$ cat src/rtl/pact_lsu_port_arbiter_if.sv
// Bundle of the core-side LPI channels and the single cache access channel.
// The arbiter sits on the slave modport; whoever drives cores and cache uses master.
interface pact_lsu_port_arbiter_if #(
  parameter int NUM_PORT = 2,
  parameter int BW_QDATA = 64,
  parameter int BW_YDATA = 32
);
  logic [NUM_PORT-1:0]          core_rlqvalid_list;
  logic [NUM_PORT-1:0]          core_rlqready_list;
  logic [NUM_PORT-1:0]          core_rlqafy_list;
  logic [NUM_PORT*BW_QDATA-1:0] core_rlqdata_list;
  logic [NUM_PORT-1:0]          core_rlyvalid_list;
  logic [NUM_PORT-1:0]          core_rlyready_list;
  logic [NUM_PORT-1:0]          core_rlylast_list;
  logic [NUM_PORT*BW_YDATA-1:0] core_rlydata_list;
  logic                         access_slqvalid;
  logic                         access_slqready;
  logic                         access_slqafy;
  logic [BW_QDATA-1:0]          access_slqdata;
  logic                         access_slyvalid;
  logic                         access_slyready;
  logic                         access_slylast;
  logic [BW_YDATA-1:0]          access_slydata;

  modport slave (
    input  core_rlqvalid_list, core_rlqafy_list, core_rlqdata_list, core_rlyready_list,
    input  access_slqready, access_slyvalid, access_slylast, access_slydata,
    output core_rlqready_list, core_rlyvalid_list, core_rlylast_list, core_rlydata_list,
    output access_slqvalid, access_slqafy, access_slqdata, access_slyready
  );

  modport master (
    output core_rlqvalid_list, core_rlqafy_list, core_rlqdata_list, core_rlyready_list,
    output access_slqready, access_slyvalid, access_slylast, access_slydata,
    input  core_rlqready_list, core_rlyvalid_list, core_rlylast_list, core_rlydata_list,
    input  access_slqvalid, access_slqafy, access_slqdata, access_slyready
  );
endinterface

$ cat src/rtl/pact_lsu_port_arbiter.sv
// Merges NUM_PORT core request channels into one cache access channel and routes
// replies back through an in-order tag FIFO of issuing ports.
// Optional macro PACT_LSU_PORT_PRIORITY_EN adds priority_mode (fixed lowest-index priority).
module pact_lsu_port_arbiter #(
  parameter int NUM_PORT  = 2,
  parameter int BW_QDATA  = 64,
  parameter int BW_YDATA  = 32,
  parameter int DEPTH_TAG = 4
) (
  input  logic clk,
  input  logic rstnn,
  input  logic clear,
`ifdef PACT_LSU_PORT_PRIORITY_EN
  input  logic priority_mode,
`endif
  pact_lsu_port_arbiter_if.slave bus,
  output logic busy,
  output logic error
);
  localparam int BW_PORT = (NUM_PORT > 1) ? $clog2(NUM_PORT) : 1;
  localparam int BW_TPTR = $clog2(DEPTH_TAG);
  localparam int BW_CNT  = BW_TPTR + 1;

  logic [BW_PORT-1:0] r_rr_ptr;
  logic               r_lock_valid;
  logic [BW_PORT-1:0] r_lock_port;
  logic [BW_PORT-1:0] r_tag_mem [DEPTH_TAG];
  logic [BW_TPTR-1:0] r_wr_ptr;
  logic [BW_TPTR-1:0] r_rd_ptr;
  logic [BW_CNT-1:0]  r_count;
  logic               r_error;

  logic               w_prio;
  logic               w_full;
  logic               w_empty;
  logic [NUM_PORT-1:0] w_eligible;
  logic [BW_PORT-1:0] w_start;
  logic [BW_PORT-1:0] w_cand;
  logic [BW_PORT-1:0] w_grant;
  logic               w_grant_valid;
  logic               w_hs;
  logic               w_push;
  logic               w_pop;
  logic [BW_PORT-1:0] w_head;

`ifdef PACT_LSU_PORT_PRIORITY_EN
  assign w_prio = priority_mode;
`else
  assign w_prio = 1'b0;
`endif

  // Port index advanced by off, wrapping at NUM_PORT (NUM_PORT need not be a power of two).
  function automatic logic [BW_PORT-1:0] wrap_add(input logic [BW_PORT-1:0] base, input int off);
    int s;
    s = int'(base) + off;
    if (s >= NUM_PORT) s = s - NUM_PORT;
    return BW_PORT'(s);
  endfunction

  assign w_full     = (r_count == BW_CNT'(DEPTH_TAG));
  assign w_empty    = (r_count == '0);
  // A read may only issue while a tag slot is free; a pop in the same cycle does not help.
  assign w_eligible = bus.core_rlqvalid_list & ~(bus.core_rlqafy_list & {NUM_PORT{w_full}});
  assign w_start    = w_prio ? '0 : r_rr_ptr;

  // Grant selection: locked port while a request is stalled, else first eligible from w_start.
  always_comb begin
    w_grant       = '0;
    w_grant_valid = 1'b0;
    w_cand        = '0;
    if (r_lock_valid) begin
      w_grant       = r_lock_port;
      w_grant_valid = w_eligible[r_lock_port];
    end else begin
      for (int k = 0; k < NUM_PORT; k++) begin
        w_cand = wrap_add(w_start, k);
        if (!w_grant_valid && w_eligible[w_cand]) begin
          w_grant       = w_cand;
          w_grant_valid = 1'b1;
        end
      end
    end
  end

  assign w_hs                = w_grant_valid & bus.access_slqready;
  assign bus.access_slqvalid = w_grant_valid;
  assign bus.access_slqafy   = w_grant_valid & bus.core_rlqafy_list[w_grant];
  assign bus.access_slqdata  = w_grant_valid ? bus.core_rlqdata_list[w_grant*BW_QDATA +: BW_QDATA] : '0;
  assign w_push              = w_hs & bus.access_slqafy;

  // Only the granted port sees the cache ready.
  always_comb begin
    bus.core_rlqready_list = '0;
    if (w_grant_valid) bus.core_rlqready_list[w_grant] = bus.access_slqready;
  end

  assign w_head = r_tag_mem[r_rd_ptr];

  // Reply steering by head tag; with no tag outstanding the reply is swallowed.
  always_comb begin
    bus.core_rlyvalid_list = '0;
    bus.core_rlylast_list  = '0;
    bus.access_slyready    = bus.access_slyvalid;
    if (!w_empty) begin
      bus.core_rlyvalid_list[w_head] = bus.access_slyvalid;
      bus.core_rlylast_list[w_head]  = bus.access_slylast;
      bus.access_slyready            = bus.core_rlyready_list[w_head];
    end
  end

  assign bus.core_rlydata_list = {NUM_PORT{bus.access_slydata}};
  assign w_pop = ~w_empty & bus.access_slyvalid & bus.access_slyready & bus.access_slylast;

  // Round-robin pointer and grant lock.
  always_ff @(posedge clk or negedge rstnn) begin
    if (!rstnn) begin
      r_rr_ptr     <= '0;
      r_lock_valid <= 1'b0;
      r_lock_port  <= '0;
    end else if (clear) begin
      r_rr_ptr     <= '0;
      r_lock_valid <= 1'b0;
      r_lock_port  <= '0;
    end else begin
      if (w_hs && !w_prio) r_rr_ptr <= wrap_add(w_grant, 1);
      if (w_hs) begin
        r_lock_valid <= 1'b0;
      end else if (w_grant_valid) begin
        r_lock_valid <= 1'b1;
        r_lock_port  <= w_grant;
      end
    end
  end

  // Tag FIFO pointers and occupancy.
  always_ff @(posedge clk or negedge rstnn) begin
    if (!rstnn) begin
      r_wr_ptr <= '0;
      r_rd_ptr <= '0;
      r_count  <= '0;
    end else if (clear) begin
      r_wr_ptr <= '0;
      r_rd_ptr <= '0;
      r_count  <= '0;
    end else begin
      if (w_push) r_wr_ptr <= r_wr_ptr + 1'b1;
      if (w_pop)  r_rd_ptr <= r_rd_ptr + 1'b1;
      if (w_push && !w_pop)      r_count <= r_count + 1'b1;
      else if (!w_push && w_pop) r_count <= r_count - 1'b1;
    end
  end

  // Tag storage; contents are meaningless until pointed at, so no reset.
  always_ff @(posedge clk) begin
    if (w_push && !clear) r_tag_mem[r_wr_ptr] <= w_grant;
  end

  // Sticky flag for a reply nobody asked for; only reset clears it.
  always_ff @(posedge clk or negedge rstnn) begin
    if (!rstnn) r_error <= 1'b0;
    else if (w_empty && bus.access_slyvalid) r_error <= 1'b1;
  end

  assign busy  = (r_count != '0) | (|bus.core_rlqvalid_list);
  assign error = r_error;
endmodule

$ cat src/flat_wrapper.sv
// flat-port wrapper written by rule: the top's interface ports become plain ports
module pact_lsu_port_arbiter_flat 
#(
  parameter int NUM_PORT  = 2,
  parameter int BW_QDATA  = 64,
  parameter int BW_YDATA  = 32,
  parameter int DEPTH_TAG = 4
)
  (clk, rstnn, clear, busy, error, bus_core_rlqvalid_list, bus_core_rlqafy_list, bus_core_rlqdata_list, bus_core_rlyready_list, bus_access_slqready, bus_access_slyvalid, bus_access_slylast, bus_access_slydata, bus_core_rlqready_list, bus_core_rlyvalid_list, bus_core_rlylast_list, bus_core_rlydata_list, bus_access_slqvalid, bus_access_slqafy, bus_access_slqdata, bus_access_slyready);
  pact_lsu_port_arbiter_if #(.NUM_PORT(NUM_PORT), .BW_QDATA(BW_QDATA), .BW_YDATA(BW_YDATA)) bus_i ();
  input  logic clk;
  input  logic rstnn;
  input  logic clear;
  output logic busy;
  output logic error;
  input wire logic [$bits(bus_i.core_rlqvalid_list)-1:0] bus_core_rlqvalid_list;
  input wire logic [$bits(bus_i.core_rlqafy_list)-1:0] bus_core_rlqafy_list;
  input wire logic [$bits(bus_i.core_rlqdata_list)-1:0] bus_core_rlqdata_list;
  input wire logic [$bits(bus_i.core_rlyready_list)-1:0] bus_core_rlyready_list;
  input wire logic [$bits(bus_i.access_slqready)-1:0] bus_access_slqready;
  input wire logic [$bits(bus_i.access_slyvalid)-1:0] bus_access_slyvalid;
  input wire logic [$bits(bus_i.access_slylast)-1:0] bus_access_slylast;
  input wire logic [$bits(bus_i.access_slydata)-1:0] bus_access_slydata;
  output wire logic [$bits(bus_i.core_rlqready_list)-1:0] bus_core_rlqready_list;
  output wire logic [$bits(bus_i.core_rlyvalid_list)-1:0] bus_core_rlyvalid_list;
  output wire logic [$bits(bus_i.core_rlylast_list)-1:0] bus_core_rlylast_list;
  output wire logic [$bits(bus_i.core_rlydata_list)-1:0] bus_core_rlydata_list;
  output wire logic [$bits(bus_i.access_slqvalid)-1:0] bus_access_slqvalid;
  output wire logic [$bits(bus_i.access_slqafy)-1:0] bus_access_slqafy;
  output wire logic [$bits(bus_i.access_slqdata)-1:0] bus_access_slqdata;
  output wire logic [$bits(bus_i.access_slyready)-1:0] bus_access_slyready;
  assign bus_i.core_rlqvalid_list = bus_core_rlqvalid_list;
  assign bus_i.core_rlqafy_list = bus_core_rlqafy_list;
  assign bus_i.core_rlqdata_list = bus_core_rlqdata_list;
  assign bus_i.core_rlyready_list = bus_core_rlyready_list;
  assign bus_i.access_slqready = bus_access_slqready;
  assign bus_i.access_slyvalid = bus_access_slyvalid;
  assign bus_i.access_slylast = bus_access_slylast;
  assign bus_i.access_slydata = bus_access_slydata;
  assign bus_core_rlqready_list = bus_i.core_rlqready_list;
  assign bus_core_rlyvalid_list = bus_i.core_rlyvalid_list;
  assign bus_core_rlylast_list = bus_i.core_rlylast_list;
  assign bus_core_rlydata_list = bus_i.core_rlydata_list;
  assign bus_access_slqvalid = bus_i.access_slqvalid;
  assign bus_access_slqafy = bus_i.access_slqafy;
  assign bus_access_slqdata = bus_i.access_slqdata;
  assign bus_access_slyready = bus_i.access_slyready;
  pact_lsu_port_arbiter #(.NUM_PORT(NUM_PORT), .BW_QDATA(BW_QDATA), .BW_YDATA(BW_YDATA), .DEPTH_TAG(DEPTH_TAG)) u_core (.clk(clk), .rstnn(rstnn), .clear(clear), .bus(bus_i), .busy(busy), .error(error));
endmodule
$ cat config.mk
export PLATFORM = sky130hd
export DESIGN_NAME = pact_lsu_port_arbiter_flat
export DESIGN_NICKNAME = d
export VERILOG_FILES = /design/src/rtl/pact_lsu_port_arbiter_if.sv /design/src/rtl/pact_lsu_port_arbiter.sv /design/src/flat_wrapper.sv
export SDC_FILE = /design/constraint.sdc
export NUM_CORES = 1
export LEC_CHECK = 0
export CAP_MARGIN = 25
export CORE_AREA = 2 2 120 122
export CTS_CLUSTER_DIAMETER = 30
export DETAILED_ROUTE_END_ITERATION = 8
export DIE_AREA = 0 0 122 124
export PLACE_DENSITY = 0.71
export SLEW_MARGIN = 20
export SYNTH_ARGS = -nofsm -noshare
export SYNTH_HDL_FRONTEND = slang
export SYNTH_SLANG_ARGS = --single-unit
$ cat constraint.sdc
create_clock -name clk -period 2.82 [get_ports clk]
set_input_delay 0.282 -clock clk [delete_from_list [all_inputs] [get_ports clk]]
set_output_delay 0.282 -clock clk [all_outputs]
set_load 0.05 [all_outputs]
Word-level counts from Yosys, hierarchy flattened
Memory sizes are Yosys's and may differ from the RTL's. Cells that the tools add are included.

$add $sub $neg: 9. Magnitude comparators: 10. Eq/ne operators: 2. Shift operators: 1. Muxes and demuxes: 48. Bitwise operators: 14. Reductions and logical operators: 21.

Operator list (number): $shiftx A128 B8 Y64 (1); $mux W64 (1); $mux W1 (35); $mux W2 (7); $and A2 B2 Y2 (5); $lt A1 B2 Y1 const B (5); $mux W3 (3); $reduce_bool A3 Y1 (3); $reduce_bool A2 Y1 (4); $logic_and A1 B1 Y1 (7); $and A1 B1 Y1 (6); $add A1 B1 Y2 const B (2); $add A2 B1 Y2 const B (2); $ge A2 B2 Y1 const B (2); $logic_not A1 Y1 (4); $add A3 B1 Y3 const B (1); $eq A3 B3 Y1 const B (1); $logic_not A3 Y1 (1); $sub A1 B1 Y1 const B (3); $sub A3 B1 Y3 const B (1); $demux W1 S1 (2); $ge A1 B1 Y1 const B (2); $ge A1 B2 Y1 const B (1); $ne A2 B2 Y1 const B (1); 5 further kinds (5).

Register bits: 11. Bits in writable memories: 4. Input bits: 172. Output and inout port bits: 139. Logic and storage cells: 113. Memories: 1.

Memories: u_core.r_tag_mem (depth 4, bits a word 1, read ports 1, clocked after memory_dff 0, wr ports 1, RTL line pact_lsu_port_arbiter.sv:27) `logic [BW_PORT-1:0] r_tag_mem [DEPTH_TAG];`.

Depth between registers and ports, before layout
Gate-level depths: netlist of the first run.

Word-level depth: 21. Depth in mapped cells: 10. Depth with buffers taken out: 10.

Least setup slack after synthesis of the first run
OpenSTA, ideal clock, no wires.

Kind: reg-to-output. Start: register u_core.r_count[2]. End: output bus_access_slqdata[14]. Arrival time: 2471 ps. Data required time: 2538 ps. Slack: 67 ps. Stages on the path, launching flop included: 9. Path buffers: 2. Cell sequence: dfrtp_1 -> nor4bb_1 -> or3_1 -> a22o_1 -> inv_2 -> buf_2 -> buf_2 -> nand2_1 -> a21oi_1.

Cells in the longest elaborated chain, start to end: 14. Elaborated cells on any way between the ends: 21. Those cells by class: eq/ne (1); shift (1); mux (14); bitwise (3); reduce/logical (2).

Ends and longest elaborated chain: start: declaration (RTL line pact_lsu_port_arbiter.sv:30) `logic [BW_CNT-1:0] r_count;`; start signal: assignment (RTL line pact_lsu_port_arbiter.sv:148) `if (w_push && !w_pop) r_count <= r_count + 1'b1;`; start signal: assignment (RTL line pact_lsu_port_arbiter.sv:149) `else if (!w_push && w_pop) r_count <= r_count - 1'b1;`; $eq A3 B3 Y1 (*) (RTL line pact_lsu_port_arbiter.sv:60) `assign w_full = (r_count == BW_CNT'(DEPTH_TAG));`; $and A2 B2 Y2 (*) (RTL line pact_lsu_port_arbiter.sv:63) `assign w_eligible = bus.core_rlqvalid_list & ~(bus.core_rlqafy_list & {NUM_PORT{w_full}});`; $not A2 Y2 (*) (RTL line pact_lsu_port_arbiter.sv:63); $and A2 B2 Y2 (*) (RTL line pact_lsu_port_arbiter.sv:63); $mux W1 (implied by the code) (2 in series) (RTL line pact_lsu_port_arbiter.sv:77) `if (!w_grant_valid && w_eligible[w_cand]) begin`; $mux W1 (RTL line pact_lsu_port_arbiter.sv:77); $mux W1 (RTL line pact_lsu_port_arbiter.sv:71) `if (r_lock_valid) begin`; $logic_not A1 Y1 (RTL line pact_lsu_port_arbiter.sv:77); $logic_and A1 B1 Y1 (RTL line pact_lsu_port_arbiter.sv:77); $mux W1 (RTL line pact_lsu_port_arbiter.sv:77); $mux W1 (RTL line pact_lsu_port_arbiter.sv:71); $shiftx A128 B8 Y64 (RTL line pact_lsu_port_arbiter.sv:88) `assign bus.access_slqdata = w_grant_valid ? bus.core_rlqdata_list[w_grant*BW_QDATA +: BW_QDATA] : '0;`; $mux W64 (*) (RTL line pact_lsu_port_arbiter.sv:88); end: declaration (RTL line flat_wrapper.sv:30) `output wire logic [$bits(bus_i.access_slqdata)-1:0] bus_access_slqdata;`.

Every way passes the cells marked *; elsewhere a longest branch is shown, timed or not. The select of a mux whose other input is x is not followed.

Final worst setup path of the first run
Start: register u_core.r_rd_ptr[0]. End: output bus_access_slyready.

Cells in the longest elaborated chain, start to end: 4.

Ends and longest elaborated chain: start: declaration (RTL line pact_lsu_port_arbiter.sv:29) `logic [BW_TPTR-1:0] r_rd_ptr;`; start signal: assignment (RTL line pact_lsu_port_arbiter.sv:147) `if (w_pop) r_rd_ptr <= r_rd_ptr + 1'b1;`; $mem_v2 Z4 W1; $mux W1 (implied by the code) (2 in series) (RTL line pact_lsu_port_arbiter.sv:107) `bus.access_slyready = bus.core_rlyready_list[w_head];`; $mux W1 (RTL line pact_lsu_port_arbiter.sv:104) `if (!w_empty) begin`; end: declaration (RTL line flat_wrapper.sv:31) `output wire logic [$bits(bus_i.access_slyready)-1:0] bus_access_slyready;`.

No other way between the ends. The select of a mux whose other input is x is not followed.

==> metrics.txt, run 1 <==
status=complete, no violations; Top FF cell, synth=dfrtp_1; global-route wire length before repair=13.9 mm; commonest non-fill, non-tap cell in the layout=clkdlybuf4s50_1; r2r endpoint=u_core.r_count[2]; clock tree buffer depth=2; Tmin final=between 2000 and 3000 ps; most frequent cells in the layout=clkdlybuf4s50_1 (145), nand2_1 (133), buf_12 (66); die width=roughly 120 um; final setup TNS=0 ps; clk_lat worst skew=240 ps; CP required=2540 ps; crit-path max FO=5; CTS Buf Count=3; Cells after Synth=about 370; DRT antenna net count=0; Relative slew margins=~64%; Post-Syn Area=0.00232 mm2; Die ar.=0.0151 mm2; Area Growth Syn to Fin=121%; total global routing overflow=0; num rows=43; Port Buffers=214; Placer Congestion=0.779; Layout Skew=about 4 ps; Critical Path AT=about 2400 ps; worst vdd ir=approximately 0.00021 V; initial antenna violation count=0; Root Driver=clkbuf_16; internal power=0.00133 W; final hold vios=0; NumNets Final=710; Core Footprint=0.0137 mm2; Boundary Pins=311; Multi-input gate area=0.00137 mm2; H-Tree Level Count=1; number of global-route vias before repair=2869; worst hold slack=388 ps; LEAKAGE=2.16 nW; Routed wire per std cell=13.5 um; Critical Path Start Type=register; final setup violation count=0; R2R Setup Slk=160 ps; routed vias=2902; Die H=between 100 and 150 um; worst min-delay path class=in -> async; Clk pin slew, worst setup/hold paths=50 ps; CTS Hold Bufs=0; fmax=~0.37 GHz; Slew Limit Fails=0; Synth top area share=21.5%; CTS tree=yes; detailed-route wire length=around 9.6 mm; Net Sw Power=0.00113 W; top cell type by total area after synthesis=nand2_1; Final period util=95.1%; RR Startpoint=u_core.r_count[2]; Post-synth EDFFs=4; YS warnings=0; Max-cap violations=0; DR DRC count=0; Pwr Density=between 400 and 500 mW/mm2; R2R cell count=10; Fill cells=between 1000 and 1500; Async SR Flop Fraction=between 70 and 80%; Worst Tran Pin Value=534 ps; TritonRoute pass-1 iters=4; Storage cell area=395 um2; largest net degree at the start of global routing=68; Initial Utilization=between 10% and 20%; Seq/Total Area, Yosys=17.0%; Mean Syn Cell Area=~6.2 um2; DRT iter0 DRCs=102; #FFs+latches synth=15; Avg Vias per Cell=a little over 4; distinct cell type count after synthesis=33; Sink Count=15; number of antenna diodes=0; dpl hpwl=7.64 mm; fin util=37.4%; RSZ-0062 raised after global routing=false; main area contributors after synthesis=nand2_1 (21%), buf_4 (21%), a21oi_1 (14%), dfrtp_1 (12%), edfxtp_1 (5.2%); Gate power share=78.3%; Sw Ratio=45.9%; layout cell share with drive strength beyond 1=a little over a fifth; Clk pwr share=11.3%; post-synth net total=550; kind of critical path=reg -> out; Total GRT Usage=11.3%; Reg power frac=10.4%; CP endpoint kind=output pin
[metal layers]
metal	routed length (um)	global-route usage (%)
met1	3500	12.8
met2	4980	20.3
met3	871	3.30
met4	239	3.95
met5	0	0
[final cells by class]
type                       instances  area share (%)
clock buffer                       4            1.54
inverter                           8           0.683
multi-input combinational        263            26.7
sequential                        15            7.70
tap                              180            4.39
timing repair buffer             242            58.9
[cell usage after synthesis (4+ instances only)]
cell,instances
nor2_1,20
buf_4,64
buf_2,5
ha_1,4
nand2_1,133
clkbuf_1,16
mux2i_1,4
and2_1,4
inv_1,6
dfrtp_1,11
edfxtp_1,4
a21oi_1,67
[state kept, by name, indices dropped and copies added, names as in the netlist]
| register | count |
|---|---|
| u_core.r_rd_ptr | 2 |
| u_core.r_tag_mem | 4 |
| u_core.r_rr_ptr | 1 |
| u_core.r_wr_ptr | 2 |
| u_core.r_lock_valid | 1 |
| u_core.r_lock_port | 1 |
| u_core.r_count | 3 |
| u_core.error | 1 |
[power groups by stage]
stage | clock network, W | registers [W] | logic [W]
floorplan | 0 | 0.000255 | 0.00115
global placement | 0 | 0.000258 | 0.00191
detailed placement | 0 | 0.000259 | 0.00192
CTS | 0.000281 | 0.000255 | 0.00192
global route | 0.000291 | 0.000257 | 0.00203
finish | 0.000278 | 0.000256 | 0.00193
[worst max-delay path by stage]
stage	start	endpoint	slack [ps]	cells after the start
global route	bus_core_rlqafy_list[0]	u_core.r_count[2]	20	11
finish	u_core.r_rd_ptr[0]	bus_access_slyready	140	4
detailed placement	bus_core_rlqafy_list[1]	u_core.r_count[2]	-210	11
CTS	bus_core_rlqafy_list[1]	bus_access_slqdata[21]	10	9
floorplan	u_core.r_count[2]	bus_access_slqdata[14]	70	8
global placement	bus_core_rlqafy_list[1]	u_core.r_count[2]	-140	11
[cells by family (layout without fill, tap and decap cells)]
| logic type | count (synthesis) | count (layout) | synth area share [%] |
|---|---|---|---|
| xor+xnor | 4 | 4 | 1.51 |
| buf+inv | 95 | 254 | 26.0 |
| compound gates | 72 | 72 | 16.6 |
| simple gates | 173 | 173 | 30.8 |
| mux | 9 | 9 | 5.12 |
| flops | 15 | 15 | 17.0 |
| fa+ha+maj | 5 | 5 | 3.02 |
[critical path: stages, from the launching register on]
cell and delay (ps):
dfrtp_1 390, mux4_2 590, mux2i_1 180, a21oi_1 180, clkdlybuf4s50_1 820
[through the flow]
stage / instance area [um2] / std cells / total power (W) / worst slack [ps]
2_1_floorplan: 2320 / 373 / 0.00140 / 66.7
3_3_place_gp: 4970 / 706 / 0.00217 / -138
3_5_place_dp: 4970 / 706 / 0.00217 / -213
4_1_cts: 5050 / 710 / 0.00246 / 12.0
5_1_grt: 5130 / 712 / 0.00258 / 20.5
6_report: 5130 / 712 / 0.00247 / 137
[timing repair]
action | CTS | global route
endpoints found under the setup margin | 16 | 65
resized for setup | 1 | 16
buffers inserted | 0 | 2
pin swaps | 0 | 2
Power figures use the tool's default switching activity.
==> run 2: changes to the inputs <==
--- a/config.mk
+++ b/config.mk
@@ -7,6 +7,7 @@
 export LEC_CHECK = 0
 export CAP_MARGIN = 25
 export CORE_AREA = 2 2 120 122
+export CTS_BUF_LIST = sky130_fd_sc_hd__clkbuf_2 sky130_fd_sc_hd__clkbuf_4 sky130_fd_sc_hd__clkbuf_8
 export CTS_CLUSTER_DIAMETER = 30
 export DETAILED_ROUTE_END_ITERATION = 8
 export DIE_AREA = 0 0 122 124
==> run 2 against run 1 <==
  * Global-route usage hardly changed
  * Wire length barely moved
  * Worst setup slack got worse by 5.0 ps
  * Combinational power barely moved
  * Die area unchanged
  * Clock-buffer cell count unchanged
  * Sequential share of layout area is essentially flat
  * Clock power shrank 33%
  * First-iteration DRC count did not move
  * Clock skew grew 1.6 ps
  * Non-clock buffer count unchanged
  * Critical path depth is the same
  * Critical path type unchanged
==> metrics.txt, run 2 (synthesized netlist as in run 1, its figures left out) <==
Die ar.=0.0151 mm2; Fill cells=1370; commonest non-fill, non-tap cell in the layout=clkdlybuf4s50_1; RSZ-0062 raised after global routing=false; Critical Path AT=2410 ps; Port Buffers=214; CTS Buf Count=3; Routed wire per std cell=13.5 um; Reg power frac=10.7%; Max-cap violations=0; CTS tree=yes; max reg flops=4; final setup violation count=0; worst vdd ir=0.000210 V; Total GRT Usage=a little under an eighth; Sink Count=15; Initial Utilization=approximately 17%; largest net degree at the start of global routing=68; Sw Ratio=between 40% and 50%; Core Footprint=0.0137 mm2; global-route wire length before repair=13.9 mm; num rows=43; worst min-delay path class=in -> async; Worst Tran Pin Value=543 ps; DR DRC count=0; DRT iter0 DRCs=102; Root Driver=clkbuf_8; Top reg by flops=u_core.r_tag_mem; kind of critical path=reg -> out; dpl hpwl=7.64 mm; fin util=a little under two fifths; Clk pin slew, worst setup/hold paths=60 ps; Net Sw Power=roughly 0.0011 W; post-route cell area=0.00510 mm2; Avg Vias per Cell=4.11; CP endpoint kind=output pin; initial antenna violation count=0; Place WS=-213 ps; detailed-route wire length=9.59 mm; final hold vios=0; routed vias=between 2000 and 3000; Gate power share=around four fifths; status=complete, no violations; clock tree buffer depth=2; NumNets Final=710; H-Tree Level Count=1; Largest regs=u_core.r_tag_mem (4), u_core.r_count (3); Critical Path Start Type=register; Slew Limit Fails=0; internal power=0.00125 W; clk_lat worst skew=250 ps; Pwr Density=465 mW/mm2; final setup TNS=0 ps; Area Growth Syn to Fin=120%; dpl cell area=0.00497 mm2; DRT antenna net count=0; Relative slew margins=approximately 64%; TritonRoute pass-1 iters=4; Clk pwr share=7.8%; Final period util=95.3%; LEAKAGE=2.15 nW; layout cell share with drive strength beyond 1=21.8%; DP Cell Count=706; CP required=2540 ps; fmax=0.372 GHz; Tmin final=2690 ps; die width=122 um; Die H=124 um; number of global-route vias before repair=between 2000 and 3000; most frequent cells in the layout=clkdlybuf4s50_1 (145), nand2_1 (133), buf_12 (66); min setup slack post-route=132 ps; Post-Layout Cell Count=712; crit-path max FO=5; Placer Congestion=0.779; Boundary Pins=311; Layout Skew=between 5 and 6 ps; number of antenna diodes=0; total global routing overflow=0
-- run 2: final timing paths --
path / startpoint / endpoint / slack [ps] / cells after the start
max: u_core.r_rd_ptr[0] / bus_access_slyready / 130 / 4
min: rstnn / u_core.r_count[2] / 380 / 1
min reg2reg: u_core.error / u_core.error / 480 / 1
max in group asynchronous: rstnn / u_core.r_wr_ptr[1] / 2070 / 1
min in group clk: u_core.error / u_core.error / 480 / 1
max reg2reg: u_core.r_count[2] / u_core.r_count[2] / 170 / 10
-- run 2: critical path, cell delays in order, from the launching register on --
cell	delay, ps
dfrtp_1	390
mux4_2	590
mux2i_1	180
a21oi_1	180
clkdlybuf4s50_1	820
-- run 2: final cells by class --
| cell class | instances | area [um2] | share of cell area [%] |
|---|---|---|---|
| clock buffer | 4 | 48.8 | 0.956 |
| inverter | 8 | 35.0 | 0.687 |
| multi-input combinational | 263 | 1370 | 26.9 |
| sequential | 15 | 395 | 7.75 |
| tap | 180 | 225 | 4.41 |
| timing repair buffer | 242 | 3030 | 59.3 |
-- run 2: power by group through the flow --
stage	Combinational, W	Sequential (W)	Clock (W)
after global routing	0.00203	0.000257	0.000199
after CTS	0.00192	0.000255	0.000189
after detailed placement	0.00192	0.000259	0
after global placement	0.00191	0.000258	0
after floorplan	0.00115	0.000255	0
final	0.00193	0.000255	0.000186
-- run 2: stage by stage --
step	hold slack (ps)	total power (W)
after floorplan	-13.6	0.00140
after global placement	465	0.00217
after detailed placement	466	0.00217
after CTS	392	0.00237
after global routing	419	0.00249
final	384	0.00237
-- run 2: what timing repair did --
item / CTS / global route
setup endpoints to repair: 16 / 65
hold buffers: 0 / 0
hold endpoints to repair: 0 / 0
pin swaps: 0 / 2
buffers inserted: 0 / 2
gates resized for setup: 1 / 16
-- run 2: per-layer routing --
metal	up-vias	global-route usage (%)	part of all wire, %	wire length, um
met5	-	0	0	0
met4	0	4.17	2.7	262
met3	35	3.30	9.1	875
met2	146	20.2	52	4950
met1	1293	12.8	37	3500
li1	1454	-	-	-
==> run 3: changes to the inputs <==
--- a/config.mk
+++ b/config.mk
@@ -11,6 +11,7 @@
 export CTS_CLUSTER_DIAMETER = 30
 export DETAILED_ROUTE_END_ITERATION = 8
 export DIE_AREA = 0 0 122 124
+export MAX_ROUTING_LAYER = met4
 export PLACE_DENSITY = 0.71
 export SLEW_MARGIN = 20
 export SYNTH_ARGS = -nofsm -noshare
==> run 3 against run 2 <==
  * Design area did not move
  * Register-to-register slack barely moved
  * Worst hold slack improved by 1.3 ps
  * Clock power barely moved
  * Sequential power barely moved
==> metrics.txt, run 3 (synthesized netlist as in run 1, its figures left out) <==
Core Footprint=approximately 0.014 mm2; clk_lat worst skew=roughly 250 ps; Layout Skew=around 5.3 ps; number of antenna diodes=0; commonest non-fill, non-tap cell in the layout=clkdlybuf4s50_1; RSZ-0062 raised after global routing=false; CTS tree=yes; num rows=between 40 and 50; DRT antenna net count=0; max reg flops=4; internal power=0.00125 W; Critical Path AT=2820 ps; total global routing overflow=0; crit-path max FO=3; TritonRoute pass-1 iters=4; CP endpoint kind=register; Pwr Density=465 mW/mm2; initial antenna violation count=0; dpl hpwl=7.64 mm; Post-Layout Cell Count=712; final setup violation count=0; Initial Utilization=16.9%; worst hold slack=385 ps; status=complete, no violations; global-route wire length before repair=13.9 mm; DP Cell Count=706; Worst Tran Pin Value=around 540 ps; layout cell share with drive strength beyond 1=roughly 22%; Slew Limit Fails=0; Final period util=95.4%; kind of critical path=in -> reg; CTS Hold Bufs=0; Boundary Pins=311; Routed wire per std cell=13.5 um; final hold vios=0; Tmin final=around 2700 ps; routed vias=approximately 2900; Largest regs=u_core.r_tag_mem (4), u_core.r_count (3); DR DRC count=0; top sig layer=met4; clock tree buffer depth=2; most frequent cells in the layout=clkdlybuf4s50_1 (145), nand2_1 (133), buf_12 (66); Die H=124 um; met2 WL=4.94 mm; largest net degree at the start of global routing=68; Placer Congestion=0.789; DRT iter0 DRCs=between 90 and 100; LEAKAGE=2.15 nW; Reg power frac=about a tenth; Clk pin slew, worst setup/hold paths=~60 ps; CP required=2950 ps; final setup TNS=0 ps; detailed-route wire length=about 9.6 mm; Critical Path Start Type=primary input; Net Sw Power=~0.0011 W; Max-cap violations=0; H-Tree Level Count=1; number of global-route vias before repair=2879; die width=about 120 um; M1 WL=roughly 3.6 mm; fmax=0.372 GHz; Sink Count=15; Port Buffers=around 210; Root Driver=clkbuf_8; worst vdd ir=0.000210 V; Area Growth Syn to Fin=120%; Die ar.=0.0151 mm2; Relative slew margins=63.6%; Total GRT Usage=11.7%; Top reg by flops=u_core.r_tag_mem; Clk pwr share=under 10%; Gate power share=81.4%; met3 WL post-DR=751 um; worst min-delay path class=in -> async; Sw Ratio=a little under half; CTS Buf Count=3; Avg Vias per Cell=4.10; NumNets Final=710
## run 3: what timing repair did
action	CTS	global route
gates resized for setup	1	16
buffers inserted	0	2
endpoints found under the setup margin	16	65
pin swaps	0	2
## run 3: layout make-up
type,instances,area (um2)
inverter,8,35.0
fill,1370,8620
tap,180,225
sequential,15,395
multi-input combinational,263,1370
timing repair buffer,242,3030
clock buffer,4,48.8
## run 3: worst max-delay path, stage by stage
cell and delay, ps:
clkdlybuf4s50_1 500, nor4bb_1 340, nor2b_1 120, a22o_4 250, inv_6 80, mux2i_4 240, nor3_2 70, fa_2 340
and2_0 140, mux2i_1 140, mux2_1 330
## run 3: stage by stage
step | instance area, um2 | setup WS [ps] | total power [W] | util [%]
after floorplan | 2320 | 66.7 | 0.00140 | -
after global placement | 4970 | -138 | 0.00217 | 36.2
after detailed placement | 4970 | -213 | 0.00217 | 36.2
after CTS | 5020 | 12.0 | 0.00237 | 36.6
after global routing | 5100 | 31.9 | 0.00249 | 37.2
final | 5100 | 131 | 0.00237 | 37.2
## run 3: worst paths after layout
kind                                         start                  to  slack [ps]  cells past startpoint
max in group asynchronous                    rstnn  u_core.r_wr_ptr[1]        2070                      1
max                        bus_core_rlqafy_list[0]   u_core.r_count[2]         130                     11
min reg2reg                           u_core.error        u_core.error         480                      1
min                                          rstnn   u_core.r_count[2]         390                      1
max reg2reg                      u_core.r_count[2]   u_core.r_count[2]         170                     10
min in group clk                      u_core.error        u_core.error         480                      1
## run 3: routing by layer
layer	global-route usage, %	up-vias
li1	-	1454
met1	13.3	1287
met2	20.3	144
met3	2.38	37
met4	4.17	0
met5	-	-
## run 3: power by group through the flow
stage               clock network, W  logic, W  registers (W)
floorplan                          0   0.00115       0.000255
global placement                   0   0.00191       0.000258
detailed placement                 0   0.00192       0.000259
CTS                         0.000189   0.00192       0.000255
global route                0.000199   0.00203       0.000257
finish                      0.000186   0.00193       0.000255
